## src/rtl/fifo_msg_reader_pkg.sv

```systemverilog
// Shared definitions for the length-prefixed FIFO message reader.
`ifndef BSV_ASSIGNMENT_DELAY
`define BSV_ASSIGNMENT_DELAY
`endif

package fifo_msg_defs;
  typedef enum logic {HDR = 1'b0, DATA = 1'b1} state_e;

  // Length field sits at the bottom of the header word.
  localparam int LEN_LSB = 0;
  localparam int FLAG_W  = 3;

  // Packed order gives {ZLM, EOM, SOM} with SOM in bit 0.
  typedef struct packed {
    logic zlm;
    logic eom;
    logic som;
  } msg_flags_t;
endpackage

```

## src/rtl/fifo_msg_outreg.sv

```systemverilog
// Single-entry valid/ready output register; low FLAG_W bits are per-beat flags
// that clear when the beat leaves, while the data bits hold their last value.
`ifndef BSV_ASSIGNMENT_DELAY
`define BSV_ASSIGNMENT_DELAY
`endif

module fifo_msg_outreg #(
  parameter int WIDTH  = 35,
  parameter int FLAG_W = 3
) (
  input  logic             CLK,
  input  logic             RST_N,
  input  logic             CLR,
  input  logic             load,
  input  logic [WIDTH-1:0] load_word,
  input  logic             ready,
  output logic             valid,
  output logic [WIDTH-1:0] word
);

  always_ff @(posedge CLK) begin
    if (!RST_N) begin
      valid <= `BSV_ASSIGNMENT_DELAY 1'b0;
      word  <= `BSV_ASSIGNMENT_DELAY '0;
    end else if (CLR) begin
      valid              <= `BSV_ASSIGNMENT_DELAY 1'b0;
      word[FLAG_W-1:0]   <= `BSV_ASSIGNMENT_DELAY '0;
    end else if (load) begin
      valid <= `BSV_ASSIGNMENT_DELAY 1'b1;
      word  <= `BSV_ASSIGNMENT_DELAY load_word;
    end else if (valid && ready) begin
      valid              <= `BSV_ASSIGNMENT_DELAY 1'b0;
      word[FLAG_W-1:0]   <= `BSV_ASSIGNMENT_DELAY '0;
    end
  end

endmodule

```

## src/rtl/fifo_msg_reader.sv

```systemverilog
// Drains a sized FIFO of length-prefixed words and emits framed SOM/EOM/ZLM beats
// through a registered valid/ready stream.
`ifndef BSV_ASSIGNMENT_DELAY
`define BSV_ASSIGNMENT_DELAY
`endif

module fifo_msg_reader
  import fifo_msg_defs::*;
#(
  parameter int p1width     = 32,
  parameter int p3len_width = 16
) (
  input  logic               CLK,
  input  logic               RST_N,
  input  logic               CLR,
  input  logic [p1width-1:0] FIFO_D_OUT,
  input  logic               FIFO_EMPTY_N,
  output logic               FIFO_DEQ,
  output logic [p1width-1:0] OUT_DATA,
  output logic               OUT_VALID,
  input  logic               OUT_READY,
  output logic               OUT_SOM,
  output logic               OUT_EOM,
  output logic               OUT_ZLM,
  output logic               BUSY
);

  localparam int OW = p1width + FLAG_W;
  localparam logic [p3len_width-1:0] ONE = 1;

  state_e                 state, state_nxt;
  logic [p3len_width-1:0] remaining, remaining_nxt;
  logic                   first, first_nxt;
  logic [p3len_width-1:0] len;
  logic                   load_ok, deq, load;
  logic [p1width-1:0]     ld_data;
  msg_flags_t             ld_flags, out_flags;
  logic                   out_valid;
  logic [OW-1:0]          out_word;

  // OUT_READY feeds FIFO_DEQ combinationally so a stalled beat never gets overwritten.
  assign load_ok = !out_valid || OUT_READY;
  assign deq     = RST_N && !CLR && FIFO_EMPTY_N && load_ok;
  assign len     = FIFO_D_OUT[LEN_LSB +: p3len_width];

  always_comb begin
    state_nxt     = state;
    remaining_nxt = remaining;
    first_nxt     = first;
    load          = 1'b0;
    ld_data       = '0;
    ld_flags      = '0;
    case (state)
      HDR: begin
        if (deq) begin
          if (len == '0) begin
            load         = 1'b1;
            ld_flags.som = 1'b1;
            ld_flags.eom = 1'b1;
            ld_flags.zlm = 1'b1;
          end else begin
            remaining_nxt = len;
            first_nxt     = 1'b1;
            state_nxt     = DATA;
          end
        end
      end
      DATA: begin
        if (deq) begin
          load          = 1'b1;
          ld_data       = FIFO_D_OUT;
          ld_flags.som  = first;
          ld_flags.eom  = (remaining == ONE);
          remaining_nxt = remaining - ONE;
          first_nxt     = 1'b0;
          if (remaining == ONE) state_nxt = HDR;
        end
      end
      default: state_nxt = HDR;
    endcase
  end

  always_ff @(posedge CLK) begin
    if (!RST_N || CLR) begin
      state     <= `BSV_ASSIGNMENT_DELAY HDR;
      remaining <= `BSV_ASSIGNMENT_DELAY '0;
      first     <= `BSV_ASSIGNMENT_DELAY 1'b0;
    end else begin
      state     <= `BSV_ASSIGNMENT_DELAY state_nxt;
      remaining <= `BSV_ASSIGNMENT_DELAY remaining_nxt;
      first     <= `BSV_ASSIGNMENT_DELAY first_nxt;
    end
  end

  fifo_msg_outreg #(.WIDTH(OW), .FLAG_W(FLAG_W)) u_outreg (
    .CLK       (CLK),
    .RST_N     (RST_N),
    .CLR       (CLR),
    .load      (load),
    .load_word ({ld_data, ld_flags}),
    .ready     (OUT_READY),
    .valid     (out_valid),
    .word      (out_word)
  );

  assign {OUT_DATA, out_flags} = out_word;
  assign OUT_VALID = out_valid;
  assign OUT_SOM   = out_flags.som;
  assign OUT_EOM   = out_flags.eom;
  assign OUT_ZLM   = out_flags.zlm;
  assign BUSY      = (state == DATA);
  assign FIFO_DEQ  = deq;

`ifndef SYNTHESIS
  logic          chk_stall;
  logic [OW-1:0] chk_word;

  always_ff @(posedge CLK) begin
    chk_stall <= `BSV_ASSIGNMENT_DELAY RST_N && !CLR && out_valid && !OUT_READY;
    chk_word  <= `BSV_ASSIGNMENT_DELAY out_word;
    if (FIFO_DEQ && !FIFO_EMPTY_N)
      $warning("fifo_msg_reader: dequeue from empty FIFO");
    if (chk_stall && (!out_valid || out_word != chk_word))
      $warning("fifo_msg_reader: output changed while stalled");
  end
`endif

endmodule

```

## config.mk

```make
export PLATFORM = sky130hd
export DESIGN_NAME = fifo_msg_reader
export DESIGN_NICKNAME = d
export VERILOG_FILES = /design/src/rtl/fifo_msg_reader_pkg.sv /design/src/rtl/fifo_msg_outreg.sv /design/src/rtl/fifo_msg_reader.sv
export SDC_FILE = /design/constraint.sdc
export NUM_CORES = 1
export LEC_CHECK = 0
export ABC_AREA = 1
export ABC_CLOCK_PERIOD_IN_PS = 2000
export CORE_UTILIZATION = 50
export DETAILED_ROUTE_END_ITERATION = 8
export PLACE_DENSITY = 0.81
export SLEW_MARGIN = 5
export SYNTH_ARGS = -nofsm -noshare
export SYNTH_HDL_FRONTEND = slang
export SYNTH_HIERARCHICAL = 1
export SYNTH_SLANG_ARGS = --single-unit
```

## constraint.sdc

```tcl
create_clock -name CLK -period 2 [get_ports CLK]
set_input_delay 0.4 -clock CLK [delete_from_list [all_inputs] [get_ports CLK]]
set_output_delay 0.4 -clock CLK [all_outputs]
set_load 0.01 [all_outputs]
```

# Yosys cells after proc, flatten, opt, wreduce, memory -nomap -nowiden

Index checks and enable logic that the tools add are counted.

Register bits: 54
Bits of input ports: 37
Logic and storage cells: 56
Output and inout bits: 38

Reductions and logical operators: 14
Equality and inequality tests: 4
Bitwise logic cells: 3
Add/subtract/negate cells: 1
Multiplexer cells: 28

Operator list:

| operator                | count |
|---|---|
| $mux W32                | 2 |
| $mux W16                | 3 |
| $pmux W16 S2            | 1 |
| $eq A16 B1 Y1 const B   | 1 |
| $logic_not A16 Y1       | 1 |
| $sub A16 B1 Y16 const B | 1 |
| $mux W1                 | 13 |
| $mux W3                 | 4 |
| $ne A2 B2 Y1 const B    | 3 |
| $pmux W1 S2             | 3 |
| $logic_and A1 B1 Y1     | 4 |
| $pmux W2 S2             | 1 |
| $logic_not A1 Y1        | 3 |
| $not A1 Y1              | 3 |
| $reduce_and A3 Y1       | 1 |
| $logic_or A1 B1 Y1      | 2 |
| $mux W2                 | 1 |
| $reduce_and A2 Y1       | 1 |
| $reduce_bool A2 Y1      | 1 |
| $reduce_or A2 Y1        | 1 |

# Logic depth before layout (Yosys ltp)

Depth after elaboration: 7
Mapped depth: 13
Depth with buffers taken out: 12

# Cells and area by module

Netlist, hierarchy kept.

By module, submodules not included:

| module          | instances | area each (sq um) | cells each | seq. area each (sq um) |
|---|---|---|---|---|
| fifo_msg_reader | 1         | 1572.8            | 286        | 360.3 |
| fifo_msg_outreg | 1         | 1493.9            | 223        | 720.7 |

# Least setup slack after synthesis

OpenSTA, ideal clock, no wires.

Path kind: input to register
From: input port RST_N
To: register u_outreg.word[19]
Slack: 0.144 ns
Cell stages on the path: 13
Setup time: 0.113 ns
Required time: 1.887 ns
Arrival: 1.743 ns
Buffers on the path: 2
Path through: inv_1 > nor2_4 > nand3_4 > nor2_4 > inv_2 > clkbuf_1 > nand2_1 > inv_2 > nor2_8 > buf_6 > nand2_1 > nand2_1 > nor2_1

Word-level cells in the longest chain between the ends: 6
Elaborated cells on any way between the ends: 9
Classes of those cells: mux (5); reduce/logical (4)

RTL lines:

| element                                | RTL line                                     | text |
|---|---|---|
| from (decl)                            | fifo_msg_reader.sv:14                        | `input logic RST_N,` |
| $logic_and A1 B1 Y1 (*) (3 in a row)   | fifo_msg_reader.sv:43                        | `assign deq = RST_N && !CLR && FIFO_EMPTY_N && load_ok;` |
| $mux W1 (on tied branches)             | fifo_msg_reader.sv:69, fifo_msg_reader.sv:55 |  |
| $pmux W1 S2 (*)                        | fifo_msg_reader.sv:53                        | `case (state)` |
| via load                               | fifo_msg_reader.sv:35                        | `logic load_ok, deq, load;` |
| $reduce_and A2 Y1 (no source line) (*) | -                                            |  |
| to (signal, indexed assignment)        | fifo_msg_outreg.sv:27                        | `` word[FLAG_W-1:0] <= `BSV_ASSIGNMENT_DELAY '0; `` |
| to (signal assigned)                   | fifo_msg_outreg.sv:30                        | `` word <= `BSV_ASSIGNMENT_DELAY load_word; `` |
| to (signal, indexed assignment)        | fifo_msg_outreg.sv:33                        | `` word[FLAG_W-1:0] <= `BSV_ASSIGNMENT_DELAY '0; `` |
| to (decl)                              | fifo_msg_outreg.sv:18                        | `output logic [WIDTH-1:0] word` |

The timed path passes the listed nets; every way through them passes the cells marked *.
A chain may end at the register's enable or synchronous reset.

# Worst setup path in the final report

From: input port OUT_READY
To: register u_outreg.word[10]

Word-level cells in the longest chain between the ends: 5
Elaborated cells on any way between the ends: 8
Classes of those cells: mux (5); reduce/logical (3)

RTL lines:

| element                                | RTL line                                     | text |
|---|---|---|
| from (decl)                            | fifo_msg_reader.sv:21                        | `input logic OUT_READY,` |
| $logic_or A1 B1 Y1 (*)                 | fifo_msg_reader.sv:42                        | `assign load_ok = !out_valid \|\| OUT_READY;` |
| $logic_and A1 B1 Y1 (*)                | fifo_msg_reader.sv:43                        |  |
| $mux W1 (on tied branches)             | fifo_msg_reader.sv:69, fifo_msg_reader.sv:55 |  |
| $pmux W1 S2 (*)                        | fifo_msg_reader.sv:53                        |  |
| via load                               | fifo_msg_reader.sv:35                        |  |
| $reduce_and A2 Y1 (no source line) (*) | -                                            |  |

Marked as above.

==> flow_summary.ini <==
[outcome]
result_of_the_run = finished clean

[sta]
post-route-min-period_ns = 1.96
drv_slew = 0
endpoints_failing_hold = 0
setup_viol = 0
fin_crit_sh = 0.980
timing.hold.ws_ns = 0.489
finalSetupTns_ns = 0
max_slew_margin = 0.720
max_slew.worst_pin.slew_ns = 0.420
fmax_mhz = 510
finalClockSkew_ns = 0.00793

[synth]
syn-num-nets = 548
synth.distinct_cells = 25
number_of_warnings_printed_during_yosys_synthesis = 6
post_synth_inst_count = 509
post_synth.cell_area_avg_sq_um = 6.02
synth_seq_area_share = 0.353
synth.ff_latch_count = 54
mapped_cell_area_sq_mm = 0.00307

[routing]
post_dr_wirelength_cell_um = 12.7
route.vias.total = 3468
route.final.wire_length_mm = 8.74
drt_first_iter_violations = 353
drt-vias-per-instance = 5.03
dr_drc_count = 0
dr.pass1.iters = 7
number_of_routed_nets_with_antenna_violations = 0

[critical_path]
worstPathArrival_ns = 2.19
critical_path_class = input pin to flip-flop
worst_ep_required_time_ns = 2.23
critPathLaunchType = input pin
r2r_path_start = u_outreg/valid$_SDFFE_PP0P_
worstSetupStartpoint = OUT_READY
critPathCaptureType = flip-flop
worst_path_fanout_max = 8

[clock_network]
cts_root_buffer = clkbuf_8
clkSinkCount = 54
clkLatencyLatePin_ns = 0.32
clock_tree.htree_level_count = 2
postCtsHoldBufs = 0
cts.clk_slew.worst_paths_ns = 0.11
tritoncts = yes
clock_tree.buffer_depth = 2
cts-buffers-inserted = 5

[pwr]
total_leakage_power_nw = 1.94
power.density_mw_per_mm2 = 507
power_after_layout_mw = 2.22
vdd.ir_drop.worst_uv = 351

[job]
drv.max_cap_violation_count = 0

[final_layout]
final_layout_size_suffix_gt1_frac = 0.122
syn_to_final_growth_pct = 42.6
antenna_cells = 0
nNetsFinal = 652
n_fill_cell = 478

[global_routing]
grt_first_pass_wirelength_mm = 13.2
globalRouteOverflowTotal = 0
track_usage = 0.260
grt_antenna_before_repair = 0
grt_pass1_vias = 3057
pin_count_of_the_biggest_net_entering_global_routing = 41

[placement]
gp_routability_congestion = 0.876
buffer_ports.inserted = 74
dp.final_hpwl_mm = 5.91

[min_path]
min-delay-path-class = flip-flop to flip-flop
hold_path_startpoint = u_outreg/word[16]$_SDFFE_PN0P_

[die]
die-width_um = 80.3
boundaryPins = 75
start_util = 0.518
row_count = 28
dieArea_sq_mm = 0.00645
chipHeight_um = 80.3
floorplan.core_area_sq_mm = 0.00592
logic make-up (layout without fill, tap and decap cells):
| family | count (synthesis) | after routing | synth area share |
|---|---|---|---|
| flip-flops | 54 | 54 | 0.353 |
| XOR/XNOR | 4 | 4 | 0.0114 |
| adder cells (fa/ha/maj) | 2 | 2 | 0.00816 |
| AND/OR/NAND/NOR | 310 | 310 | 0.412 |
| buffers and inverters | 85 | 190 | 0.126 |
| AO/OA/AOI/OAI | 54 | 54 | 0.0902 |
placed cells by master, fill, tap and decap left out, types with 2 or more instances in the layout:
cell and instances:
xor2_1 4, dlygate4sd2_1 2, nor2_1 134, nand2_2 2
o21ai_1 17, clkdlybuf4s50_1 56, nand4_1 2, o21ai_0 9
dfxtp_1 54, nand2_4 2, nor2_2 5, clkbuf_16 3
nand3_1 14, nor2_4 3, a21oi_1 26, nor3_1 2
buf_6 2, nand2_1 142, inv_2 5, dlymetal6s2s_1 16
inv_1 58, clkbuf_8 5, ha_1 2, buf_4 36
cell type report:
type	count	area, sq um	area share
Clock buffer	5	68.8	0.0157
Clock inverter	3	48.8	0.0112
Inverter	64	241	0.0552
Multi-Input combinational cell	370	1630	0.373
Sequential cell	54	1080	0.247
Tap cell	75	93.8	0.0215
Timing Repair Buffer	118	1210	0.276
what timing repair did:
action	CTS	global route
gates resized for setup	6	26
gates cloned	1	4
buffers inserted	0	4
setup endpoints to repair	30	32
pin swaps	1	13
stage by stage:
step           instance area [sq um]   util  setup WS (ns)  std cells
4_1_cts                         4190  0.707         0.0247        681
5_1_grt                         4370  0.738        -0.0375        689
2_1_floorplan                   3070      -          0.144        509
3_3_place_gp                    4030  0.681         -0.288        672
3_5_place_dp                    4030  0.681         -0.398        672
6_report                        4370  0.738         0.0399        689
power breakdown:
| part | total, mW | leakage [nW] | internal (mW) | switching, mW |
|---|---|---|---|---|
| clock network | 0.786 | 0.0563 | 0.382 | 0.404 |
| logic | 0.333 | 1.45 | 0.154 | 0.179 |
| registers | 1.10 | 0.436 | 1.09 | 0.0112 |
cell usage after synthesis, drive strengths merged:
master | instances | area share
nor3 | 3 | 0.0049
xor2 | 4 | 0.011
clkinv | 1 | 0.0016
nand2 | 146 | 0.18
ha | 2 | 0.0082
a211oi | 1 | 0.0024
clkbuf | 4 | 0.0049
nand3 | 16 | 0.032
o21ai | 26 | 0.042
a21oi | 27 | 0.045
inv | 63 | 0.077
nor2 | 143 | 0.19
buf | 17 | 0.042
nand4 | 2 | 0.0041
dfxtp | 54 | 0.35
sequential cells by signal (all words and copies together) (netlist names):
| name | cells |
|---|---|
| u_outreg/word | 35 |
| u_outreg/valid | 1 |
| remaining | 16 |
| first | 1 |
| BUSY | 1 |
layer usage:
metal	part of all wire	vias up	track usage
li1	-	1740	-
met1	0.43	1586	0.324
met2	0.50	126	0.464
met3	0.056	16	0.0409
met4	0.016	0	0.0679
met5	0	-	0
path summary, 6_finish.rpt:
kind / cells after the start / slack [ns] / endpoint
max reg2reg: 11 / 0.28 / u_outreg/word[10]$_SDFFE_PN0P_
min: 2 / 0.49 / u_outreg/word[16]$_SDFFE_PN0P_
max: 13 / 0.04 / u_outreg/word[10]$_SDFFE_PN0P_
min reg2reg: 2 / 0.49 / u_outreg/word[16]$_SDFFE_PN0P_
critical path, stage by stage:
cell and delay (ns):
clkdlybuf4s50_1 0.49, inv_1 0.05, nand2_1 0.09, nand3_4 0.13, nor3_4 0.17, inv_2 0.07, nand2_2 0.08, inv_2 0.07
nor2_8 0.28, clkbuf_16 0.21, nand2_1 0.05, nand2_1 0.06, nor2_1 0.04
Note: power is estimated with default switching activity, not from simulation.
